**src/rtl/hdmi_bringup_seq.sv**
```systemverilog
// Power-up and recovery sequencer for the KC705 HDMI path: waits for MMCM lock,
// releases core and I2C-mux resets in order, then supervises ADV7511 init with retries.
module hdmi_bringup_seq #(
  parameter int RST_CYCLES     = 256,
  parameter int SETTLE_CYCLES  = 64,
  parameter int INIT_TIMEOUT   = 1048576,
  parameter int BACKOFF_CYCLES = 4096,
  parameter int MAX_RETRIES    = 3,
  parameter int HPD_DEBOUNCE   = 1024
) (
  input  logic                               clk_50mhz,
  input  logic                               rst,
  input  logic                               mmcm_locked,
  input  logic                               hdmi_hpd,
  input  logic                               init_done,
  input  logic                               init_error,
  output logic                               core_rst_n,
  output logic                               i2c_mux_reset_n,
  output logic                               init_start,
  output logic                               video_en,
  output logic                               fault,
  output logic [$clog2(MAX_RETRIES+1)-1:0]   retry_cnt,
  output logic [2:0]                         seq_state
);

  localparam int MAX_A   = (RST_CYCLES > SETTLE_CYCLES) ? RST_CYCLES : SETTLE_CYCLES;
  localparam int MAX_B   = (INIT_TIMEOUT > BACKOFF_CYCLES) ? INIT_TIMEOUT : BACKOFF_CYCLES;
  localparam int MAX_C   = (MAX_A > MAX_B) ? MAX_A : MAX_B;
  // The shared counter also times the HPD debounce window in VIDEO_ON.
  localparam int MAX_ALL = (MAX_C > HPD_DEBOUNCE) ? MAX_C : HPD_DEBOUNCE;
  localparam int CW      = $clog2(MAX_ALL);
  localparam int RW      = $clog2(MAX_RETRIES + 1);

  localparam logic [CW-1:0] RST_LAST     = CW'(RST_CYCLES - 1);
  localparam logic [CW-1:0] SETTLE_LAST  = CW'(SETTLE_CYCLES - 1);
  localparam logic [CW-1:0] TIMEOUT_LAST = CW'(INIT_TIMEOUT - 1);
  localparam logic [CW-1:0] BACKOFF_LAST = CW'(BACKOFF_CYCLES - 1);
  localparam logic [CW-1:0] HPD_LAST     = CW'(HPD_DEBOUNCE - 1);
  localparam logic [RW-1:0] RETRY_MAX    = RW'(MAX_RETRIES);

  typedef enum logic [2:0] {
    WAIT_LOCK = 3'd0,
    RST_HOLD  = 3'd1,
    SETTLE    = 3'd2,
    INIT_KICK = 3'd3,
    INIT_WAIT = 3'd4,
    VIDEO_ON  = 3'd5,
    BACKOFF   = 3'd6,
    FAULT     = 3'd7
  } state_t;

  state_t         state, state_nxt;
  logic [CW-1:0]  cnt, cnt_nxt;
  logic [RW-1:0]  retry_nxt;
  logic           lock_meta, locked_s, hpd_meta, hpd_s;

  assign seq_state = state;

  always_comb begin
    state_nxt = state;
    cnt_nxt   = cnt;
    retry_nxt = retry_cnt;
    if (state != WAIT_LOCK && !locked_s) begin
      state_nxt = WAIT_LOCK;
      retry_nxt = '0;
    end else begin
      case (state)
        WAIT_LOCK: if (locked_s) state_nxt = RST_HOLD;
        RST_HOLD:  if (cnt == RST_LAST) state_nxt = SETTLE; else cnt_nxt = cnt + 1'b1;
        SETTLE:    if (cnt == SETTLE_LAST) state_nxt = INIT_KICK; else cnt_nxt = cnt + 1'b1;
        INIT_KICK: state_nxt = INIT_WAIT;
        INIT_WAIT: begin
          // Error beats done; a timeout only counts when neither is asserted.
          if (init_error || (!init_done && cnt == TIMEOUT_LAST)) begin
            if (retry_cnt == RETRY_MAX) begin
              state_nxt = FAULT;
            end else begin
              retry_nxt = retry_cnt + 1'b1;
              state_nxt = BACKOFF;
            end
          end else if (init_done) begin
            retry_nxt = '0;
            state_nxt = VIDEO_ON;
          end else begin
            cnt_nxt = cnt + 1'b1;
          end
        end
        VIDEO_ON: begin
          if (hpd_s)                cnt_nxt   = '0;
          else if (cnt == HPD_LAST) state_nxt = RST_HOLD;
          else                      cnt_nxt   = cnt + 1'b1;
        end
        BACKOFF:   if (cnt == BACKOFF_LAST) state_nxt = SETTLE; else cnt_nxt = cnt + 1'b1;
        FAULT:     state_nxt = FAULT;
        default:   state_nxt = WAIT_LOCK;
      endcase
    end
    if (state_nxt != state) cnt_nxt = '0;
  end

  // Outputs are decoded from the next state so they flip on the same edge as seq_state.
  always_ff @(posedge clk_50mhz or posedge rst) begin
    if (rst) begin
      lock_meta       <= 1'b0;
      locked_s        <= 1'b0;
      hpd_meta        <= 1'b0;
      hpd_s           <= 1'b0;
      state           <= WAIT_LOCK;
      cnt             <= '0;
      retry_cnt       <= '0;
      core_rst_n      <= 1'b0;
      i2c_mux_reset_n <= 1'b0;
      init_start      <= 1'b0;
      video_en        <= 1'b0;
      fault           <= 1'b0;
    end else begin
      lock_meta       <= mmcm_locked;
      locked_s        <= lock_meta;
      hpd_meta        <= hdmi_hpd;
      hpd_s           <= hpd_meta;
      state           <= state_nxt;
      cnt             <= cnt_nxt;
      retry_cnt       <= retry_nxt;
      core_rst_n      <= (state_nxt inside {SETTLE, INIT_KICK, INIT_WAIT, VIDEO_ON, FAULT});
      i2c_mux_reset_n <= (state_nxt inside {SETTLE, INIT_KICK, INIT_WAIT, VIDEO_ON, FAULT});
      init_start      <= (state_nxt == INIT_KICK);
      video_en        <= (state_nxt == VIDEO_ON);
      fault           <= (state_nxt == FAULT);
    end
  end

endmodule

```
**config.mk**
```make
export PLATFORM = sky130hd
export DESIGN_NAME = hdmi_bringup_seq
export DESIGN_NICKNAME = d
export VERILOG_FILES = /design/src/rtl/hdmi_bringup_seq.sv
export SDC_FILE = /design/constraint.sdc
export NUM_CORES = 1
export LEC_CHECK = 0
export BUFFER_PORTS_ARGS = -buffer_cell sky130_fd_sc_hd__buf_2
export CORE_MARGIN = 10
export CORE_UTILIZATION = 64
export DETAILED_ROUTE_END_ITERATION = 10
export MAX_ROUTING_LAYER = met4
export PLACE_DENSITY = 0.84
export SYNTH_ARGS = -nofsm -noshare
export SYNTH_HDL_FRONTEND = slang
export SYNTH_SLANG_ARGS = --single-unit
```
**constraint.sdc**
```tcl
create_clock -name clk_50mhz -period 3.8 [get_ports clk_50mhz]
set_input_delay 0.38 -clock clk_50mhz [delete_from_list [all_inputs] [get_ports clk_50mhz]]
set_output_delay 0.38 -clock clk_50mhz [all_outputs]
set_load 0.03 [all_outputs]
```
**Yosys cells after proc, flatten, opt, wreduce, memory -nomap -nowiden**

Cells that the tools add are included.

- Bits in latches: 0
- Input bits: 6
- Flip-flop bits (word level): 33
- Memory bits (writable): 0
- ROM bits: 0
- Memories: 0
- Word-level logic and storage cells: 79

- Div/mod/pow operators: 0
- Shift operators: 0
- Magnitude comparators: 0
- Reductions and logical operators: 13
- Multiply operators: 0
- Add/sub/neg operators: 2
- Bitwise gates (word level): 0
- Multiplexer cells: 26
- Equal/unequal tests: 27

Operators by type and width:

| kind | number |
|---|---|
| $mux W20 | 9 |
| $pmux W20 S5 | 1 |
| $mux W3 | 9 |
| $pmux W3 S8 | 1 |
| $eq A3 B3 Y1 const B | 7 |
| $add A20 B1 Y20 const B | 1 |
| $eq A20 B10 Y1 const B | 1 |
| $eq A20 B12 Y1 const B | 1 |
| $eq A20 B20 Y1 const B | 1 |
| $eq A20 B6 Y1 const B | 1 |
| $eq A20 B8 Y1 const B | 1 |
| $ne A3 B3 Y1 const B | 6 |
| $eq A3 B2 Y1 const B | 4 |
| $mux W2 | 5 |
| $reduce_and A8 Y1 | 1 |
| $reduce_bool A3 Y1 | 2 |
| $reduce_bool A6 Y1 | 1 |
| $reduce_bool A5 Y1 | 1 |
| $ne A4 B4 Y1 const B | 1 |
| $eq A3 B1 Y1 const B | 1 |
| $logic_not A3 Y1 | 1 |
| $ne A3 B3 Y1 | 1 |
| $reduce_and A3 Y1 | 1 |
| $add A2 B1 Y2 const B | 1 |
| other kinds (7) | 9 |

**Depth between registers and ports, before layout**

- Depth in word-level cells: 9
- Depth in mapped cells: 8
- Gate-level depth less buffers: 7

**Worst setup path after synthesis**

OpenSTA, ideal clock, no wires.

- Path kind: flip-flop to flip-flop
- From: register state[1] (netlist: seq_state[1])
- To: register cnt[10]
- Slack: 1.434 ns
- Cell stages (with the launch flop): 8
- Arrival: 2.231 ns
- Path through: dfrtp_1 > buf_2 > or4b_1 > or4_4 > a311oi_1 > or3b_2 > buf_6 > a211oi_2

- Word-level cells in the longest chain between the ends: 7

RTL lines:

| item | RTL line | source |
|---|---|---|
| start, declared | 52 | `state_t state, state_nxt;` |
| start signal, assigned | 121 | `state <= state_nxt;` |
| $mux W3 (on tied branches) | 90, 81 |  |
| $mux W3 (on tied branches) | 89, 74 |  |
| $pmux W3 S8 | 67 | `case (state)` |
| $mux W3 | 63 | `if (state != WAIT_LOCK && !locked_s) begin` |
| $ne A3 B3 Y1 | 98 | `if (state_nxt != state) cnt_nxt = '0;` |
| $ne A4 B4 Y1 (no line), or another cell as far along | - |  |
| $reduce_and A8 Y1 (no line) | - |  |
| end signal, assigned | 122 | `cnt <= cnt_nxt;` |
| end, declared | 53 | `logic [CW-1:0] cnt, cnt_nxt;` |

Parallel ways exist; a longest one is shown, timed or not. The select of a mux whose other input is x is not followed.
A chain may end at the register's enable or synchronous reset.

**Worst setup path after layout**

- From: register cnt[12]
- To: register cnt[9]

- Word-level cells in the longest chain between the ends: 9

RTL lines:

| item | RTL line | source |
|---|---|---|
| $eq A20 B20 Y1 | 74 | `if (init_error \|\| (!init_done && cnt == TIMEOUT_LAST)) begin` |
| $logic_and A1 B1 Y1 | 74 |  |
| $logic_or A1 B1 Y1 | 74 |  |
| $mux W3 | 74 |  |
| $pmux W3 S8 | 67 |  |
| $mux W3 | 63 |  |
| $ne A3 B3 Y1 | 98 |  |
| $ne A4 B4 Y1 (no line), or another cell as far along | - |  |
| $reduce_and A8 Y1 (no line) | - |  |

Parallel ways exist; a longest one is shown, timed or not.

==> impl.org <==
** Global routing
- Antenna violations before repair :: 0
- For this run, global-route usage on met1 was measured as 19.8%.
- met2 is the most crowded layer.
- Global-route met3 utilization :: 3.80%
- Gr usage total :: 16.5%
- The total overflow left after global routing is 0.
- Number of global-route vias before repair :: 1,737
- In the global route stage, met2 resource usage came out at 26.6%.
- Pin count of the biggest net entering global routing :: 41
- Wire length of the first global-routing pass :: 8.07 mm

** Synthesis
- Share of synthesized area occupied by flip-flops and latches :: 39.0%
- Counting every net in the synthesized netlist gives 230.
- Register bit total from synthesis :: 33
- The share of synthesized area in the top cell type comes to 39.0%.
- Yosys synthesis warning count :: 0
- Average cell area after synthesis :: 9.55 sq um
- Measured against the total synthesized area, the mux share comes to 0.945%.
- Post-synthesis cell type with the largest combined area :: dfrtp_1
- In the synthesized netlist the async set-or-reset flop fraction comes to 100%.
- In this run, synthesis inferred 0 flip-flops with an integrated enable.
- The cell count after synthesis came out at 222.
- Xor/xnor cell area share of the yosys netlist :: 0%
- By area the synthesized netlist is led by dfrtp_1 (39%), a211oi_2 (10%), o21ai_0 (4.5%), or3_1 (4.4%), nand2_1 (2.8%).
- In this run the cell area of the synthesized design comes to 2120 sq um.
- Area fraction in compound gates after synthesis :: 24.6%
- Of the total synthesized cell area, the portion taken by AND, OR, NAND and NOR gates is 28.9%.
- Post-synth cell types :: 47
- For this run, the leading register cell type out of synthesis is dfrtp_1.
- Adder and majority gate portion of the synthesized area :: 1.18%
- By area, the combinational part of the netlist is dominated by simple AND/OR/NAND/NOR gates.

** Timing
- The number of max-slew violations in the final report came to 0.
- Final hold viol count :: 0
- Worst hold slack :: 116 ps
- Setup WS post-layout :: 961 ps
- Tmin final :: 2840 ps
- Fmax achieved :: 352 MHz
- In this run the tightest slew margin relative to its limit is 32.0%.
- Setup repair after global routing left no endpoint under its margin.
- For the pin with the worst max-slew slack, the measured transition is 1020 ps.
- Clock skew on the completed layout was measured at 13.1 ps.
- Summed over all failing endpoints, the final setup total negative slack is 0 ps.
- Number of setup violations in the final report :: 0
- Ratio of final minimum period to clock period :: 74.7%

** Floorplan
- Top-level I/O count :: 16
- The die is 77.5 microns tall.
- Core area :: 3100 sq um
- Starting utilization of the core area :: 68.3%
- The initialized floorplan defines 20 standard-cell rows.
- Area enclosed by the die boundary :: 6010 sq um
- Die W :: 77.5 microns

** Power and ir drop
- Fraction of power consumed by the clock network :: 33.2%
- After layout, the design draws a total of 0.599 mW.
- For this design the ratio of total power to cell area is 268 nW/um^2.
- Combinational share of power :: 6.7%
- Switching pwr :: 0.147 mW
- Int Pwr :: 0.452 mW
- Across the VDD grid, the largest voltage drop is 0.000250 V.
- Flop pwr share :: 60.0%
- Of the total power, the share spent switching nets is 24.5%.
- Leakage power :: 0.886 nW

** Cells and area
- Number of nets in the layout :: 239
- Layout fillers :: 255
- From synthesis to final layout, the design area changed by 5.31%.
- Diodes inserted :: 0
- Of the cells placed in the final design, the portion with a size suffix greater than 1 is 24.2%.
- Once layout is done, the placed cells without fillers occupy 2230 sq um.

** Clock tree
- Clock-pin slew on the worst setup and hold paths :: 100 ps
- Post-CTS repair changed the size of 0 cells.
- Counting the buffers created by CTS gives 5.
- Cts hold-fix bufs :: 0
- The later pin in the worst-skew pair is clocked with a latency of 340 ps.
- After clock tree synthesis, the setup repair step added 0 buffers.
- Clock tree synthesis found a total of 33 sinks.
- Number of levels the H-tree was split into :: 2
- Counting along the longest clock path gives a buffer depth of 2.
- Clock tree from TritonCTS :: yes
- Library cell used as clock root buffer :: clkbuf_4

** Routing
- Once detail routing completed, the nets flagged for antenna violations numbered 0.
- Detailed Route WL :: 4.68 mm
- After the first detailed-routing iteration, the DRC count stood at 153.
- In the final routed layout, each cell accounts on average for 17.0 microns.
- DRC Markers :: 0
- Number of iterations in the first detailed-routing pass :: 4
- The routed layout has 1,793 vias.
- Detail-routed via count per cell :: 6.52

** Worst setup path
- At the worst endpoint, the required time is 3970 ps.
- Crit path launch type :: flop
- The setup path with the least slack is of type reg -> reg.
- Number of buffers and inverters on the critical path :: 0
- Type of element capturing the critical path :: flop
- In this run the worst path has a maximum fanout of 20.
- The slowest stage of the critical path is the or3b_2 cell.
- Data arrival time of the critical path :: 3010 ps
- Worst path max stage delay :: 610 ps
- On the critical path the largest part of the delay comes from simple AND/OR/NAND/NOR gates.
- Cell breakdown of the critical path :: nor4_4 > nand4_2 > or4_4 > a311oi_1 > or3b_2 > a211oi_2

** Place
- Buffers placed on the I/O ports in this run total 15.
- Standard cell area after detailed placement :: 2180 sq um
- At the end of routability-driven placement, the weighted congestion stood at 1.00.
- Detailed placement finished with a half-perimeter wire length of 3.27 mm.
- Worst slack at placement :: 1060 ps

** Status
- Result of the run :: finished clean

** Worst hold path
- The worst hold path belongs to the class in -> async.

** Flow run
- Maximum Capacitance Violations :: 0
## placed cells by master (no fill, tap or decap), drive strengths merged, types with 2 or more instances in the layout
master / synthesis / layout
or4b: 2 / 2
or3: 16 / 16
a31o: 2 / 2
or4: 5 / 5
mux2i: 2 / 2
dfrtp: 33 / 33
and2: 2 / 2
nor3: 5 / 5
a21oi: 9 / 9
a21boi: 3 / 3
nor4: 4 / 4
nand2: 16 / 16
o31ai: 3 / 3
a211oi: 18 / 18
and4: 3 / 3
clkbuf: 4 / 7
nor2b: 3 / 3
inv: 7 / 7
buf: 11 / 17
ha: 2 / 2
and3: 7 / 7
or3b: 2 / 2
nor2: 9 / 9
o21ai: 19 / 19
nand4: 10 / 10
a22oi: 5 / 5
nand3: 10 / 10
## tightest hold or removal path: cells and delay by family
kind	cells	cell delay [ps]
buffers and inverters	3	510
## registers in the layout, indices dropped and copies added (netlist names)
name and count:
hpd_meta 1, cnt 20, i2c_mux_reset_n 1, init_start 1
seq_state 3, retry_cnt 2, locked_s 1, lock_meta 1
fault 1, hpd_s 1, video_en 1
## cell type report
type	instances	area [sq um]	area share, %
Clock buffer	7	55.1	2.47
Inverter	7	26.3	1.18
Multi-Input combinational cell	167	1180	52.9
Sequential cell	33	826	37.0
Tap cell	44	55.1	2.47
Timing Repair Buffer	17	90.1	4.04
## power by group through the flow
stage | logic [mW] | clock network [mW] | registers (mW)
final | 0.0403 | 0.199 | 0.360
after CTS | 0.0404 | 0.207 | 0.359
after global placement | 0.0386 | 0 | 0.366
after floorplan | 0.0334 | 0 | 0.364
after detailed placement | 0.0403 | 0 | 0.366
after global routing | 0.0444 | 0.219 | 0.361
## cell usage after synthesis (all sizes together) (2+ instances only)
cell    count
ha          2
a21oi       9
nand2      16
or3b        2
nand4      10
o21ai      19
mux2i       2
nand3      10
nor2b       3
clkbuf      4
a211oi     18
or3        16
nor3        5
or4         5
a21boi      3
or4b        2
a22oi       5
and3        7
a31o        2
and2        2
o31ai       3
dfrtp      33
inv         7
nor2        9
and4        3
nor4        4
buf        11
## metal layers
layer	share of wire, %	routed length, microns	up-vias
met2	50	2320	54
met3	5.9	275	8
met1	43	2010	856
met4	1.4	65	0
li1	-	-	875
met5	0	0	-
## path summary, 6_finish.rpt
kind | startpoint | to | slack [ps] | cells after the start
worst max-delay path | cnt[12] | cnt[9] | 960 | 6
worst max register to register | cnt[12] | cnt[9] | 960 | 6
max in group asynchronous | rst | cnt[8] | 3360 | 3
worst min register to register | lock_meta | locked_s | 350 | 0
worst min-delay path | rst | seq_state[2] | 120 | 3
min in group clk_50mhz | mmcm_locked | lock_meta | 150 | 1
## metrics by stage
step	util, %	cells
5_1_grt	71.9	275
2_1_floorplan	-	222
3_3_place_gp	70.2	268
6_report	71.9	275
3_5_place_dp	70.2	268
4_1_cts	71.9	275
## cell families (layout without fill, tap and decap cells)
| group | Yosys count | in the layout |
|---|---|---|
| buffers and inverters | 22 | 31 |
| DFF | 33 | 33 |
| muxes | 2 | 2 |
| and+or+nand+nor | 98 | 98 |
| AOI/OAI and AO/OA | 65 | 65 |
| adders and majority gates | 2 | 2 |
Note: power is estimated with default switching activity, not from simulation.
